### config.mk
export PLATFORM = sky130hd
export DESIGN_NAME = bracket_scanner
export DESIGN_NICKNAME = d
export VERILOG_FILES = /design/src/rtl/bracket_scanner_pkg.sv /design/src/rtl/bracket_depth_counter.sv /design/src/rtl/bracket_scanner.sv
export SDC_FILE = /design/constraint.sdc
export NUM_CORES = 1
export LEC_CHECK = 0
export ABC_AREA = 1
export CELL_PAD_IN_SITES_DETAIL_PLACEMENT = 1
export CELL_PAD_IN_SITES_GLOBAL_PLACEMENT = 2
export CORE_ASPECT_RATIO = 1.1
export CORE_UTILIZATION = 31
export CTS_CLUSTER_DIAMETER = 50
export DETAILED_ROUTE_END_ITERATION = 8
export GPL_TIMING_DRIVEN = 1
export HOLD_SLACK_MARGIN = 0.15
export PLACE_DENSITY = 0.78
export SLEW_MARGIN = 5
export SYNTH_ARGS = -nofsm -noshare
export SYNTH_HDL_FRONTEND = slang
export SYNTH_SLANG_ARGS = --single-unit
### constraint.sdc
create_clock -name clk -period 2.9 [get_ports clk]
set_clock_uncertainty 0.05 [all_clocks]
set_input_delay 0.58 -clock clk [delete_from_list [all_inputs] [get_ports clk]]
set_output_delay 0.58 -clock clk [all_outputs]
set_load 0.005 [all_outputs]
### src/rtl/bracket_scanner_pkg.sv
// Shared types and opcodes for the bracket scanner: core state encoding,
// bracket opcodes, the scanner FSM encoding and opcode classification helpers.
package bracket_scanner_pkg;

   localparam int STATE_W = 2;
   localparam int BYTE_W  = 8;

   typedef enum logic [STATE_W-1:0] {
      CORE_S       = 2'd0,
      BRANCH_S     = 2'd1,
      CACHE_LOAD_S = 2'd2
   } state_t;

   typedef logic [BYTE_W-1:0] byte_t;

   localparam byte_t OP_LOOP_OPEN  = 8'h5B;
   localparam byte_t OP_LOOP_CLOSE = 8'h5D;

   typedef enum logic [1:0] {
      SC_IDLE  = 2'd0,
      SC_FETCH = 2'd1,
      SC_DONE  = 2'd2,
      SC_FAULT = 2'd3
   } scan_st_t;

   // Backward scans swap the roles of the two brackets.
   function automatic logic is_deeper(input logic back, input byte_t op);
      return back ? (op == OP_LOOP_CLOSE) : (op == OP_LOOP_OPEN);
   endfunction

   function automatic logic is_shallower(input logic back, input byte_t op);
      return back ? (op == OP_LOOP_OPEN) : (op == OP_LOOP_CLOSE);
   endfunction

endpackage

### src/rtl/bracket_depth_counter.sv
// Bracket nesting-depth counter. Clear together with inc loads 1; zero_o reports
// the depth after this cycle's update, ovf_o flags an increment at all-ones.
module bracket_depth_counter #(
   parameter int W = 8
) (
   input  logic clk,
   input  logic rst_n,
   input  logic clr_i,
   input  logic inc_i,
   input  logic dec_i,
   output logic zero_o,
   output logic ovf_o
);

   logic [W-1:0] depth_q, depth_d;

   always_comb begin
      depth_d = depth_q;
      ovf_o   = inc_i && !clr_i && (&depth_q);
      if (clr_i) begin
         depth_d = inc_i ? W'(1) : '0;
      end else if (inc_i && !ovf_o) begin
         depth_d = depth_q + 1'b1;
      end else if (dec_i && (depth_q != '0)) begin
         depth_d = depth_q - 1'b1;
      end
      zero_o = (depth_d == '0);
   end

   always_ff @(posedge clk or negedge rst_n) begin
      if (!rst_n) depth_q <= '0;
      else        depth_q <= depth_d;
   end

endmodule

### src/rtl/bracket_scanner.sv
// Scans instruction memory for the bracket matching a taken branch and reports its pc.
// Define SCAN_LIMIT_EN to bound each scan to SCAN_MAX fetches.
//
//   state    | meaning
//   ---------+-------------------------------------------------------------
//   SC_IDLE  | mirror state_in (registered); wait for CACHE_LOAD_S
//   SC_FETCH | own imem port; fetch pc, track depth (gap_q = idle cycle)
//   SC_DONE  | match found: done pulse, hand back with CORE_S
//   SC_FAULT | unmatched/overflow/budget: set sticky err, hand back CORE_S
import bracket_scanner_pkg::*;

module bracket_scanner #(
   parameter int ADDR_W  = 16,
   parameter int DEPTH_W = 8
`ifdef SCAN_LIMIT_EN
   ,
   parameter int SCAN_MAX = 4096
`endif
) (
   input  logic               clk,
   input  logic               rst_n,
   input  logic [STATE_W-1:0] state_in,
   input  logic [ADDR_W-1:0]  start_pc,
   input  logic               dir_back,
   output logic               imem_req,
   output logic [ADDR_W-1:0]  imem_addr,
   input  logic               imem_ack,
   input  logic [BYTE_W-1:0]  imem_data,
   output logic [STATE_W-1:0] state_out,
   output logic [ADDR_W-1:0]  target_pc,
   output logic               done,
   output logic               err
);

   scan_st_t           st_q, st_d;
   logic [ADDR_W-1:0]  pc_q, pc_d, tgt_q, tgt_d;
   logic               dir_q, dir_d, err_q, err_d, gap_q, gap_d;
   logic [STATE_W-1:0] sin_q;
   logic               start_trig, ack_ok, start_wrap, pc_wrap, limit_hit;
   logic               depth_inc, depth_dec, depth_zero, depth_ovf;

   assign start_trig = (st_q == SC_IDLE) && (state_in == CACHE_LOAD_S);
   assign ack_ok     = (st_q == SC_FETCH) && !gap_q && imem_ack && (state_in == CACHE_LOAD_S);
   assign start_wrap = dir_back ? (start_pc == '0) : (&start_pc);
   assign pc_wrap    = dir_q ? (pc_q == '0) : (&pc_q);
   assign depth_inc  = start_trig || (ack_ok && is_deeper(dir_q, imem_data));
   assign depth_dec  = ack_ok && is_shallower(dir_q, imem_data);

   bracket_depth_counter #(.W(DEPTH_W)) u_depth (
      .clk    (clk),
      .rst_n  (rst_n),
      .clr_i  (start_trig),
      .inc_i  (depth_inc),
      .dec_i  (depth_dec),
      .zero_o (depth_zero),
      .ovf_o  (depth_ovf)
   );

`ifdef SCAN_LIMIT_EN
   localparam int CNT_W = ($clog2(SCAN_MAX + 1) > 12) ? $clog2(SCAN_MAX + 1) : 12;
   logic [CNT_W-1:0] scan_cnt_q;

   always_ff @(posedge clk or negedge rst_n) begin
      if (!rst_n)          scan_cnt_q <= '0;
      else if (start_trig) scan_cnt_q <= '0;
      else if (ack_ok)     scan_cnt_q <= scan_cnt_q + 1'b1;
   end

   assign limit_hit = (scan_cnt_q == CNT_W'(SCAN_MAX - 1));
`else
   assign limit_hit = 1'b0;
`endif

   assign imem_req  = (st_q == SC_FETCH) && !gap_q;
   assign imem_addr = pc_q;
   assign target_pc = tgt_q;
   assign done      = (st_q == SC_DONE);
   assign err       = err_q;

   always_comb begin
      st_d      = st_q;
      pc_d      = pc_q;
      tgt_d     = tgt_q;
      dir_d     = dir_q;
      err_d     = err_q;
      gap_d     = 1'b0;
      state_out = CORE_S;
      case (st_q)
         SC_IDLE: begin
            state_out = sin_q;
            if (start_trig) begin
               dir_d = dir_back;
               if (start_wrap) begin
                  err_d = 1'b1;
                  st_d  = SC_FAULT;
               end else begin
                  pc_d = dir_back ? start_pc - 1'b1 : start_pc + 1'b1;
                  st_d = SC_FETCH;
               end
            end
         end
         SC_FETCH: begin
            state_out = CACHE_LOAD_S;
            // Abort wins over a same-cycle ack: the state unit has moved on.
            if (state_in != CACHE_LOAD_S) begin
               st_d = SC_IDLE;
            end else if (ack_ok) begin
               if (depth_ovf) begin
                  err_d = 1'b1;
                  st_d  = SC_FAULT;
               end else if (depth_zero) begin
                  tgt_d = pc_q;
                  st_d  = SC_DONE;
               end else if (limit_hit || pc_wrap) begin
                  err_d = 1'b1;
                  st_d  = SC_FAULT;
               end else begin
                  pc_d  = dir_q ? pc_q - 1'b1 : pc_q + 1'b1;
                  gap_d = 1'b1;
               end
            end
         end
         SC_DONE:  st_d = SC_IDLE;
         SC_FAULT: st_d = SC_IDLE;
         default:  st_d = SC_IDLE;
      endcase
   end

   always_ff @(posedge clk or negedge rst_n) begin
      if (!rst_n) begin
         st_q  <= SC_IDLE;
         pc_q  <= '0;
         tgt_q <= '0;
         dir_q <= 1'b0;
         err_q <= 1'b0;
         gap_q <= 1'b0;
         sin_q <= CORE_S;
      end else begin
         st_q  <= st_d;
         pc_q  <= pc_d;
         tgt_q <= tgt_d;
         dir_q <= dir_d;
         err_q <= err_d;
         gap_q <= gap_d;
         sin_q <= state_in;
      end
   end

endmodule
Word-level counts from Yosys, hierarchy flattened
Index checks and enable logic that the tools add are counted.

cells by class
  $add $sub $neg = 6
  multipliers = 0
  div/mod/pow operators = 0
  order comparisons = 0
  eq/ne operators = 19
  shift-type cells = 0
  multiplexer cells = 41
  bitwise gates (word level) = 2
  reductions and logical operators = 29

operators with widths
  operator                 count
  $mux W16                 9
  $add A16 B1 Y16 const B  2
  $logic_not A16 Y1        2
  $pmux W16 S2             1
  $reduce_and A16 Y1       2
  $sub A16 B1 Y16 const B  2
  $mux W8                  3
  $mux W1                  18
  $ne A2 B2 Y1 const B     9
  $eq A8 B7 Y1 const B     2
  $reduce_and A8 Y1        2
  $mux W2                  7
  $logic_and A1 B1 Y1      10
  $add A8 B1 Y8 const B    1
  $logic_not A8 Y1         1
  $reduce_bool A8 Y1       1
  $sub A8 B1 Y8 const B    1
  $reduce_and A7 Y1        1
  $eq A2 B2 Y1 const B     3
  $ne A3 B3 Y1 const B     2
  $pmux W2 S3              1
  $ne A5 B4 Y1 const B     1
  $reduce_and A5 Y1        1
  $pmux W2 S2              1
  11 further kinds         14

storage, ports and cells
  register bits = 47
  bits in latches = 0
  memory bits (writable) = 0
  bits in read-only memories = 0
  input bits = 30
  output and inout bits = 37
  word-level logic and storage cells = 105
  memories = 0

Depth between registers and ports, before layout
Gate-level depths: netlist (run 1).

  depth in word-level cells = 18
  gate-level depth with buffers = 19
  depth with buffers taken out = 18

Modules after synthesis
A second synthesis (run 1) with hierarchy kept.

second synthesis, totals
  cells, all modules = 779
  area, all modules = 4717.0 sq um

modules (own cells, without submodules)
  module                 instances  cells each  area each (sq um)
  bracket_scanner        1          642         3852.4
  bracket_depth_counter  1          137         864.6

Least setup slack after synthesis (run 1)
No wires, ideal clock.

  kind = reg2reg
  start point = register dir_q
  end point = register pc_q[14], in the netlist imem_addr[14]
  setup time = 0.117 ns
  arrival = 2.142 ns
  slack = 0.591 ns
  stages on the path, launching flop included = 15
  path buffers = 0
  period minus slack after synthesis = 2.309 ns
  path through = dfrtp_1 -> inv_2 -> fa_1 -> o21ai_0 -> nand4_1 -> nand3_1 -> nand2_1 -> inv_1 -> o21ai_0 -> nand2_1 -> nand2_1 -> nand3_1 -> nand2_1 -> nand2_1 -> nand2_1

between the ends
  cells in the longest elaborated chain, start to end = 12

RTL lines
  item                               RTL line                     RTL
  start, declared                    bracket_scanner.sv:37        logic dir_q, dir_d, err_q, err_d, gap_q, gap_d;
  start signal, assigned             bracket_scanner.sv:142       dir_q <= dir_d;
  $mux W1                            bracket_scanner_pkg.sv:28    return back ? (op == OP_LOOP_CLOSE) : (op == OP_LOOP_OPEN);
  $logic_and A1 B1 Y1                bracket_scanner.sv:46        assign depth_inc = start_trig || (ack_ok && is_deeper(dir_q, imem_data));
  $logic_or A1 B1 Y1                 bracket_scanner.sv:46
  $logic_and A1 B1 Y1 (2 in series)  bracket_depth_counter.sv:19  ovf_o = inc_i && !clr_i && (&depth_q);
  $logic_not A1 Y1                   bracket_depth_counter.sv:22  end else if (inc_i && !ovf_o) begin
  $logic_and A1 B1 Y1                bracket_depth_counter.sv:22
  $mux W8                            bracket_depth_counter.sv:22
  $mux W8                            bracket_depth_counter.sv:20  if (clr_i) begin
  $logic_not A8 Y1                   bracket_depth_counter.sv:27  zero_o = (depth_d == '0);
  $ne A2 B2 Y1 (no line)             --
  $reduce_and A8 Y1 (no line)        --
  end signal, assigned               bracket_scanner.sv:140       pc_q <= pc_d;
  end, declared                      bracket_scanner.sv:36        logic [ADDR_W-1:0] pc_q, pc_d, tgt_q, tgt_d;

Parallel ways exist; a longest one is shown, timed or not. The select of a mux whose other input is x is not followed.
A chain may end at the register's enable or synchronous reset.

Final worst setup path (run 1)
  start point = input port imem_data[6]
  end point = register pc_q[13], in the netlist imem_addr[13]

between the ends
  cells in the longest elaborated chain, start to end = 13

RTL lines
  item                               RTL line                                              RTL
  start, declared                    bracket_scanner.sv:28                                 input logic [BYTE_W-1:0] imem_data,
  $eq A8 B7 Y1                       bracket_scanner_pkg.sv:28, bracket_scanner_pkg.sv:32
  $mux W1                            bracket_scanner_pkg.sv:28
  $logic_and A1 B1 Y1                bracket_scanner.sv:46
  $logic_or A1 B1 Y1                 bracket_scanner.sv:46
  $logic_and A1 B1 Y1 (2 in series)  bracket_depth_counter.sv:19
  $logic_not A1 Y1                   bracket_depth_counter.sv:22
  $logic_and A1 B1 Y1                bracket_depth_counter.sv:22
  $mux W8                            bracket_depth_counter.sv:22
  $mux W8                            bracket_depth_counter.sv:20
  $logic_not A8 Y1                   bracket_depth_counter.sv:27
  $ne A2 B2 Y1 (no line)             --
  $reduce_and A8 Y1 (no line) *      --

Mark *: on every way between the ends. The rest lies on a longest branch, timed or not.

==> flow_metrics.env, run 1 <==
export IMPL_rsz0062_at_grt="false"
export IMPL_clock_latency_ns=0.30
export IMPL_nets=794
export IMPL_place_hpwl_mm=11.3
export IMPL_synthTopCellsByCount="nand2_1 (124), inv_1 (87), dfrtp_1 (47)"
export IMPL_die_y_um=126
export IMPL_wl_per_cell_um=15.7
export IMPL_clock_root_buffer="clkbuf_16"
export IMPL_async_reset_ff_share_pct=100
export IMPL_grt_pass1_wl_mm=22.9
export IMPL_r2r_cells=19
export IMPL_antenna_found_initial=0
export IMPL_cp_max_fo=15
export IMPL_grt_pass1_vias=4663
export IMPL_drt_initial_drc_count=112
export IMPL_track_usage_pct=19.9
export IMPL_ys_warn_count=0
export IMPL_place_congestion=0.822
export IMPL_critical_path_required_ns=3.04
export IMPL_synth_cell_types=43
export IMPL_irDropWorstVdd_mv=0.241
export IMPL_synth_top_area_share_pct=27.2
export IMPL_fin_crit_sh_pct=93.7
export IMPL_yosysTopAreaCell="dfrtp_1"
export IMPL_hold_buffers=0
export IMPL_routed_wl_mm=14.4
export IMPL_drc=0
export IMPL_final_max_slew_violation_count=0
export IMPL_status="complete, no violations"
export IMPL_p_seq_share_pct=25.8
export IMPL_cts_made_buffers=5
export IMPL_yosysMostFrequentCell="nand2_1"
export IMPL_rr_startpoint="u_depth.depth_q[0]"
export IMPL_p_clk_share_pct=14.9
export IMPL_synth_edf_count=0
export IMPL_ys_ff_latch=47
export IMPL_timing_rr_end="imem_addr[13]"
export IMPL_period_needed_ns=2.72
export IMPL_clock_path_buffers=2
export IMPL_initial_core_util_pct=32.3
export IMPL_finalNonFillerCells=916
export IMPL_antenna_cells=0
export IMPL_rows=44
export IMPL_switching_share_pct=46.6
export IMPL_final_core_util_pct=44.0
export IMPL_clk_pin_slew_ns=0.07
export IMPL_syn_inst=606
export IMPL_core_region_area_um2=13400
export IMPL_maxCapViolCount=0
export IMPL_p_total_mw=4.09
export IMPL_area_delta_synth_final_pct=36.2
export IMPL_relSlewSlack_pct=60.2
export IMPL_worstSetupEndpointType="register"
export IMPL_setup_viol=0
export IMPL_overflow=0
export IMPL_cts_sinks=47
export IMPL_htree_levels=2
export IMPL_hold_viol=0
export IMPL_syn_nets=669
export IMPL_p_leak_nw=2.93
export IMPL_postRouteAntennaNets=0
export IMPL_ys_top_cells_by_area="dfrtp_1 (27%), nand2_1 (11%), ha_1 (9.0%)"
export IMPL_crit_type="in2reg"
export IMPL_multi_input_area_um2=2810
export IMPL_die_w_um=115
export IMPL_vias=4479
export IMPL_power_density_nw_per_um2=694
export IMPL_ys_seq_area_share_pct=27.2
export IMPL_ioPinCount=67
export IMPL_rrSetupSlack_ns=0.29
export IMPL_dieArea_um2=14400
export IMPL_avgSynthCellArea_um2=7.13
export IMPL_internal_power_mw=2.18
export IMPL_max_freq_mhz=368
export IMPL_cts_tree="done"
export IMPL_vias_per_cell=4.89
export IMPL_dp_cells=902
export IMPL_ys_flop_type="dfrtp_1"
export IMPL_power_switching_mw=1.91
export IMPL_nFillCells=1701
export IMPL_firstDrtPassIters=6
export IMPL_seqCellArea_um2=1180
export IMPL_power_frac_comb_pct=59.3
export IMPL_drive_gt1_share_pct=21.4
export IMPL_crit_arrival_ns=2.85
export IMPL_syn_area_um2=4320
export IMPL_worstMarginPinSlew_ns=0.590
export IMPL_hp_class="in2async"
export IMPL_numPortBuffers=66
export IMPL_startpoint_type="input port"
export IMPL_grt_start_max_net_pins=33
critical path, stage by stage:
cell	delay (ns)
clkdlybuf4s50_1	0.45
nand2_1	0.06
nor2_2	0.15
nand2_2	0.10
nand2_2	0.14
nand2_4	0.10
nor2_8	0.14
nand2_1	0.07
nand2_1	0.06
nand3_1	0.07
nand2_1	0.09
nand2_1	0.08
nor2_2	0.14
nand2_2	0.11
nand2_2	0.12
nand2_4	0.08
clkbuf_16	0.20
nand2_2	0.07
o21ai_2	0.05
layout by cell type (no fill, tap or decap), types with 12 or more instances in the layout:
| cell type | Yosys | final |
|---|---|---|
| a21oi_1 | 39 | 34 |
| buf_4 | 2 | 59 |
| clkdlybuf4s50_1 | 0 | 64 |
| dfrtp_1 | 47 | 47 |
| ha_1 | 31 | 31 |
| inv_1 | 87 | 87 |
| nand2_1 | 124 | 116 |
| nand2_2 | 18 | 25 |
| nand3_1 | 44 | 41 |
| nand4_1 | 19 | 19 |
| nor2_1 | 39 | 36 |
| o21ai_0 | 37 | 36 |
| o21ai_2 | 27 | 27 |
| xor2_1 | 12 | 12 |
power by group through the flow:
stage / clock, mW / combinational [mW] / sequential, mW
floorplan: 0 / 1.46 / 0.981
global placement: 0 / 2.31 / 1.06
detailed placement: 0 / 2.37 / 1.06
CTS: 0.622 / 2.38 / 1.05
global route: 0.647 / 2.71 / 1.08
finish: 0.610 / 2.42 / 1.05
registers in the layout (all words and copies together) (netlist names):
name and flops:
err 1, sin_q 2, u_depth.depth_q 8, gap_q 1
target_pc 16, st_q 2, imem_addr 16, dir_q 1
through the flow:
step                TNS [ns]  setup slack [ns]  area [µm²]  hold slack, ns
floorplan                  0             0.591        4320           0.234
global placement       -5.32            -0.254        5570           0.415
detailed placement     -7.00            -0.297        5570           0.417
CTS                        0            0.0139        5720           0.162
global route               0           0.00600        5890           0.179
finish                     0             0.183        5890           0.151
cell families (layout without fill, tap and decap cells):
group / after synthesis / after routing / share of synthesized area (%)
AND/OR/NAND/NOR: 274 / 276 / 30.1
multiplexers: 1 / 1 / 0.232
adder cells (fa/ha/maj): 33 / 33 / 9.90
XOR/XNOR: 15 / 15 / 3.04
flip-flops: 47 / 47 / 27.2
buffers and inverters: 104 / 228 / 10.4
AO/OA/AOI/OAI: 132 / 132 / 19.1
routing by layer:
metal,up-vias,wire length (µm),GRT usage [%]
li1,2269,-,-
met1,2135,6720,25.8
met2,61,7100,35.7
met3,14,306,1.35
met4,0,230,5.27
met5,-,0,0
layout make-up:
class	count	area share [%]
tap	184	3.91
timing repair buffer	128	19.8
multi-input combinational	457	47.8
clock buffer	5	2.13
clock inverter	3	0.425
inverter	92	5.99
sequential	47	20.0
repair_timing:
action	in CTS	in global routing
setup buffers	0	3
endpoints found under the setup margin	0	34
resized for setup	0	27
worst max path at each step:
stage,start,endpoint,slack (ns)
CTS,dir_back,imem_addr[15],0.01
global route,imem_data[5],imem_addr[6],0.006
detailed placement,dir_back,imem_addr[15],-0.30
finish,imem_data[6],imem_addr[13],0.18
floorplan,dir_q,imem_addr[14],0.59
global placement,dir_back,imem_addr[15],-0.25
(Power assumes the default switching activity.)
==> run 2: changes to the inputs <==
- ABC_AREA: 1 -> unset
- CORE_UTILIZATION: 31 -> 33
==> run 2 against run 1 <==
  * The flow now finishes with violations (negative setup slack)
  * Clock-buffer cell count up 1
  * Fmax is 24% lower
  * Hold slack better by 0.29 ns
  * Total power decreased by 21%
  * Cell count decreased by 16%
  * Wire length down 5.7%
  * Clock power down 7.0%
  * Global-route usage is 3.0 points higher
  * Critical path type is now reg2reg
  * Largest power group unchanged
  * Highest routed layer unchanged
==> flow_metrics.env, run 2 <==
export IMPL_clock_latency_ns=0.29
export IMPL_dieArea_um2=12300
export IMPL_placed_cell_area_um2=5650
export IMPL_place_congestion=0.803
export IMPL_rrSetupSlack_ns=-0.67
export IMPL_synthTopCellsByCount="dfrtp_1 (47), nor2_1 (34), ha_1 (31)"
export IMPL_hp_class="reg2reg"
export IMPL_critical_path_required_ns=3.02
export IMPL_overflow=0
export IMPL_final_cell_mix="buf_4 (121), clkdlybuf4s50_1 (58), dfrtp_1 (47)"
export IMPL_crit_arrival_ns=3.69
export IMPL_r2r_cells=10
export IMPL_period_needed_ns=3.57
export IMPL_wl_per_cell_um=17.6
export IMPL_setup_ws_ns=-0.667
export IMPL_cts_tree="done"
export IMPL_final_area_um2=6080
export IMPL_yosysTopAreaCell="dfrtp_1"
export IMPL_cp_max_fo=8
export IMPL_postRouteAntennaNets=0
export IMPL_grt_pass1_vias=4325
export IMPL_routed_wl_mm=13.5
export IMPL_antenna_found_initial=0
export IMPL_p_total_mw=3.24
export IMPL_drive_gt1_share_pct=31.6
export IMPL_hold_viol=0
export IMPL_max_freq_mhz=280
export IMPL_htree_levels=2
export IMPL_drc=0
export IMPL_cts_sinks=47
export IMPL_nets=682
export IMPL_antenna_cells=0
export IMPL_initial_core_util_pct=34.0
export IMPL_max_stage_delay_ns=0.56
export IMPL_crit_type="reg2reg"
export IMPL_die_w_um=106
export IMPL_ys_top_cells_by_area="dfrtp_1 (30%), ha_1 (9.9%), mux2_2 (4.6%)"
export IMPL_whs_path_depth=1
export IMPL_rsz0062_at_grt="true"
export IMPL_nFillCells=1352
export IMPL_ys_seq_area_share_pct=30.1
export IMPL_crit_top_cell="or4_4"
export IMPL_fin_crit_sh_pct=123
export IMPL_firstDrtPassIters=4
export IMPL_avgSynthCellArea_um2=9.21
export IMPL_area_delta_synth_final_pct=55.7
export IMPL_crit_chain="or4_4 > or4_4 > nor4b_4 > a41oi_2 > xnor2_1 > a2111o_1 > or4_4 > nor2_8 > buf_12 > mux2_4"
export IMPL_final_common_cell="buf_4"
export IMPL_clock_path_buffers=2
export IMPL_dp_cells=750
export IMPL_die_y_um=116
export IMPL_power_density_nw_per_um2=532
export IMPL_place_hpwl_mm=10.5
export IMPL_ys_ff_latch=47
export IMPL_final_max_slew_violation_count=0
export IMPL_worstMarginPinSlew_ns=0.630
export IMPL_p_leak_nw=2.71
export IMPL_drt_initial_drc_count=92
export IMPL_vias=4004
export IMPL_ys_warn_count=0
export IMPL_rows=41
export IMPL_syn_area_um2=3910
export IMPL_startpoint_type="register"
export IMPL_finalNonFillerCells=770
export IMPL_slowest_stage="or4_4"
export IMPL_maxCapViolCount=0
export IMPL_synth_edf_count=0
export IMPL_yosysMostFrequentCell="dfrtp_1"
export IMPL_failed_checks="negative setup slack"
export IMPL_syn_nets=487
export IMPL_ys_flop_type="dfrtp_1"
export IMPL_vias_per_cell=5.20
export IMPL_rr_startpoint="u_depth.depth_q[6]"
export IMPL_timing_rr_end="target_pc[5]"
export IMPL_clock_root_buffer="clkbuf_16"
export IMPL_status="finished, violations left"
export IMPL_clk_pin_slew_ns=0.06
export IMPL_grt_pass1_wl_mm=22.0
export IMPL_irDropWorstVdd_mv=0.269
export IMPL_async_reset_ff_share_pct=100
export IMPL_setup_viol=36
export IMPL_numPortBuffers=66
export IMPL_relSlewSlack_pct=58.0
export IMPL_core_region_area_um2=11500
export IMPL_ioPinCount=67
export IMPL_worstSetupEndpointType="register"
export IMPL_hp_start="err"
export IMPL_synth_cell_types=68
export IMPL_synth_top_area_share_pct=30.1
export IMPL_syn_inst=424
export IMPL_holdPathEnd="err"
export IMPL_grt_start_max_net_pins=36
export IMPL_cts_made_buffers=5
export IMPL_track_usage_pct=23.0
run 2: cell type report:
type                            instances  area [µm²]  area share, %
Timing Repair Buffer                  197        1720           28.3
Inverter                               18        67.6           1.11
Tap cell                              150         188           3.09
Sequential cell                        47        1180           19.3
Clock inverter                          2        12.5          0.206
Clock buffer                            6         129           2.12
Multi-Input combinational cell        350        2790           45.8
run 2: worst max-delay path, delay by kind of cell (launching register included):
family                 cells  cell delay [ns]
flip-flops                 1             0.38
multiplexers               1             0.31
buffers and inverters      1             0.17
XOR/XNOR                   1             0.16
AO/OA/AOI/OAI              2             0.46
AND/OR/NAND/NOR            5             1.91
run 2: cells by family after synthesis:
| family | after synthesis | synth area share (%) |
|---|---|---|
| AOI/OAI and AO/OA | 99 | 16.6 |
| DFF | 47 | 30.1 |
| adders and majority gates | 33 | 11.0 |
| buffers and inverters | 27 | 3.30 |
| xor gates and xnor gates | 29 | 6.50 |
| muxes | 31 | 9.61 |
| and+or+nand+nor | 158 | 22.9 |
run 2: timing repair:
action                                 4_1_cts  5_1_grt
hold buffers                                 1        0
setup endpoints to repair                   36       36
pin swaps                                    6        5
endpoints found under the hold margin       12        0
cloned                                       2        0
setup buffers                                9        4
resized for setup                           36       12
run 2: worst max-delay path by stage:
stage                             from           end  slack (ns)  cells after the start
global placement           state_in[1]  target_pc[9]       -1.00                     11
finish              u_depth.depth_q[6]  target_pc[5]       -0.67                     10
CTS                 u_depth.depth_q[6]  target_pc[9]       -0.71                     10
detailed placement         state_in[0]  target_pc[5]       -1.11                     12
global route        u_depth.depth_q[6]  imem_addr[2]       -0.77                     11
floorplan           u_depth.depth_q[6]  target_pc[0]       -0.61                     10
run 2: layer usage:
metal / part of all wire [%] / track usage [%] / vias up
met5: 0 / 0 / -
met4: 1.4 / 5.19 / 0
met3: 2.4 / 2.51 / 11
met2: 50 / 41.9 / 53
met1: 46 / 29.3 / 1970
li1: - / - / 1970
run 2: report_power, final:
group | switching (mW) | internal [mW] | total (mW) | leakage (nW)
Sequential | 0.178 | 0.760 | 0.937 | 0.606
Combinational | 0.821 | 0.912 | 1.73 | 2.04
Clock | 0.249 | 0.319 | 0.567 | 0.0669
run 2: per-stage QoR:
step                      hold slack (ns)  setup WS, ns  setup TNS [ns]  utilization, %
after global routing                0.476        -0.772          -25.60            52.9
after CTS                           0.451        -0.706          -21.43            52.5
final                               0.445        -0.667          -21.82            52.9
after global placement              0.402         -1.00          -31.78            49.1
after detailed placement            0.435         -1.11          -34.76            49.1
after floorplan                     0.234        -0.612          -14.00               -
==> run 3: changes to the inputs <==
- HOLD_SLACK_MARGIN: 0.15 -> unset
- TNS_END_PERCENT: unset -> 5
==> run 3 against run 2 <==
  * The run still ends with negative setup slack left
  * Total power fell by 0.38%
  * Register-to-register slack barely moved
  * Clock-buffer cell count rose by 1
  * Hold slack got worse by 0.11 ns
  * Wire length fell by 6.1%
  * Cell count fell by 1.8%
  * Combinational power fell by 3%
  * Die area did not move
  * Global-route usage fell by 1.5 points
  * Sequential share of layout area rose by 0.68 points
  * Flip-flop and latch count did not move
  * Setup slack got worse by 0.033 ns
  * Largest cell class unchanged
  * Highest routed layer unchanged
==> flow_metrics.env, run 3 (same netlist as run 2, synthesis figures left out) <==
export IMPL_irDropWorstVdd_mv=0.271
export IMPL_firstDrtPassIters=4
export IMPL_worstSetupEndpointType="register"
export IMPL_setup_tns_ns=-21.06
export IMPL_slowest_stage="or4_4"
export IMPL_worstMarginPinSlew_ns=0.634
export IMPL_vias=3949
export IMPL_final_area_um2=5870
export IMPL_hp_class="in2async"
export IMPL_track_usage_pct=21.4
export IMPL_final_cell_mix="buf_4 (112), clkdlybuf4s50_1 (61), dfrtp_1 (47)"
export IMPL_wl_per_cell_um=16.8
export IMPL_max_stage_delay_ns=0.47
export IMPL_initial_core_util_pct=34.0
export IMPL_place_hpwl_mm=10.1
export IMPL_overflow=0
export IMPL_period_needed_ns=3.60
export IMPL_drt_initial_drc_count=94
export IMPL_clock_root_buffer="clkbuf_16"
export IMPL_failed_checks="negative setup slack"
export IMPL_crit_end="target_pc[11]"
export IMPL_ioPinCount=67
export IMPL_cts_sinks=47
export IMPL_nFillCells=1340
export IMPL_clock_latency_ns=0.29
export IMPL_numPortBuffers=66
export IMPL_pre_cts_ws_ns=-1.16
export IMPL_crit_arrival_ns=3.73
export IMPL_cts_made_buffers=5
export IMPL_setup_viol=36
export IMPL_hold_slack_ns=0.335
export IMPL_nets=668
export IMPL_routed_wl_mm=12.7
export IMPL_startpoint_type="input port"
export IMPL_antenna_cells=0
export IMPL_status="finished, violations left"
export IMPL_relSlewSlack_pct=57.7
export IMPL_final_max_slew_violation_count=0
export IMPL_dp_cells=745
export IMPL_seqCellArea_um2=1180
export IMPL_worst_path_buf_inv=3
export IMPL_drc=0
export IMPL_cts_tree="done"
export IMPL_cp_num_cells=12
export IMPL_cp_startpoint="imem_data[3]"
export IMPL_die_w_um=106
export IMPL_rrSetupSlack_ns=-0.67
export IMPL_critical_path_required_ns=3.03
export IMPL_maxCapViolCount=0
export IMPL_fin_crit_sh_pct=124
export IMPL_hold_viol=0
export IMPL_cp_max_fo=9
export IMPL_hold_buffers=0
export IMPL_power_density_nw_per_um2=549
export IMPL_final_core_util_pct=51.1
export IMPL_clock_path_buffers=2
export IMPL_clk_pin_slew_ns=0.07
export IMPL_drive_gt1_share_pct=29.4
export IMPL_grt_pass1_vias=4163
export IMPL_placed_cell_area_um2=5560
export IMPL_rsz0062_at_grt="true"
export IMPL_p_leak_nw=2.61
export IMPL_dieArea_um2=12300
export IMPL_finalNonFillerCells=756
export IMPL_setup_ws_ns=-0.700
export IMPL_die_y_um=116
export IMPL_max_freq_mhz=278
export IMPL_vias_per_cell=5.22
export IMPL_grt_pass1_wl_mm=20.7
export IMPL_crit_type="in2reg"
export IMPL_rows=41
export IMPL_final_common_cell="buf_4"
export IMPL_htree_levels=2
export IMPL_timing_rr_end="target_pc[11]"
export IMPL_area_delta_synth_final_pct=50.4
export IMPL_place_congestion=0.883
export IMPL_crit_chain="clkdlybuf4s50_1 > and4b_1 > nand4_4 > buf_6 > nor4b_4 > a41oi_2 > xnor2_1 > a2111o_1 > or4_4 > nor2_8 > buf_12 > mux2_2"
export IMPL_multi_input_area_um2=2710
export IMPL_core_region_area_um2=11500
export IMPL_p_total_mw=3.23
export IMPL_grt_start_max_net_pins=48
export IMPL_r2r_cells=10
export IMPL_rr_startpoint="u_depth.depth_q[6]"
export IMPL_antenna_found_initial=0
export IMPL_crit_family="simple AND/OR/NAND/NOR gates"
export IMPL_postRouteAntennaNets=0
## run 3: cell count changes in the layout (fill, tap and decap cells not counted), sizes merged
cell | previous run | this run
clkbuf | 7 | 8
dlygate4sd3 | 1 | 0
buf | 130 | 117
dlygate4sd2 | 7 | 4
clkinv | 1 | 0
clkdlybuf4s50 | 58 | 61
## run 3: layout make-up
class	instances	area share, %
Multi-Input combinational cell	350	46.2
Timing Repair Buffer	183	26.7
Sequential cell	47	20.0
Tap cell	150	3.19
Clock buffer	7	2.60
Inverter	18	1.15
Clock inverter	1	0.128
## run 3: repair_timing
item / 4_1_cts / 5_1_grt
resized for setup: 21 / 8
endpoints found under the setup margin: 36 / 36
buffers inserted: 1 / 1
cloned: 0 / 1
pin swaps: 4 / 5
## run 3: where the power goes
part | leakage, nW | switching (mW) | internal (mW)
logic | 1.93 | 0.798 | 0.874
registers | 0.606 | 0.166 | 0.760
clock network | 0.0761 | 0.261 | 0.367
total | 2.61 | 1.22 | 2.00
## run 3: layer usage
metal / global-route usage (%) / wire length, µm / vias up
met5: 0 / 0 / -
met4: 4.81 / 126 / 0
met3: 2.40 / 248 / 9
met2: 37.6 / 6340 / 59
met1: 28.5 / 6010 / 1944
li1: - / - / 1937
## run 3: worst min-delay path by stage
stage                     slack [ns]                 end  start  depth (start not counted)
after floorplan                 0.23               dir_q  rst_n                          0
after global placement          0.41                 err    err                          1
after detailed placement        0.41                 err    err                          1
after CTS                       0.37  u_depth.depth_q[1]  rst_n                          2
after global routing            0.41  u_depth.depth_q[1]  rst_n                          2
final                           0.33  u_depth.depth_q[2]  rst_n                          2
## run 3: worst reg2reg max path, delay by kind of cell, from the launching register on
kind                   cells  cell delay, ns
multiplexers               1            0.34
AO/OA/AOI/OAI              2            0.47
buffers and inverters      1            0.15
XOR/XNOR                   1            0.16
flip-flops                 1            0.39
AND/OR/NAND/NOR            5            1.90
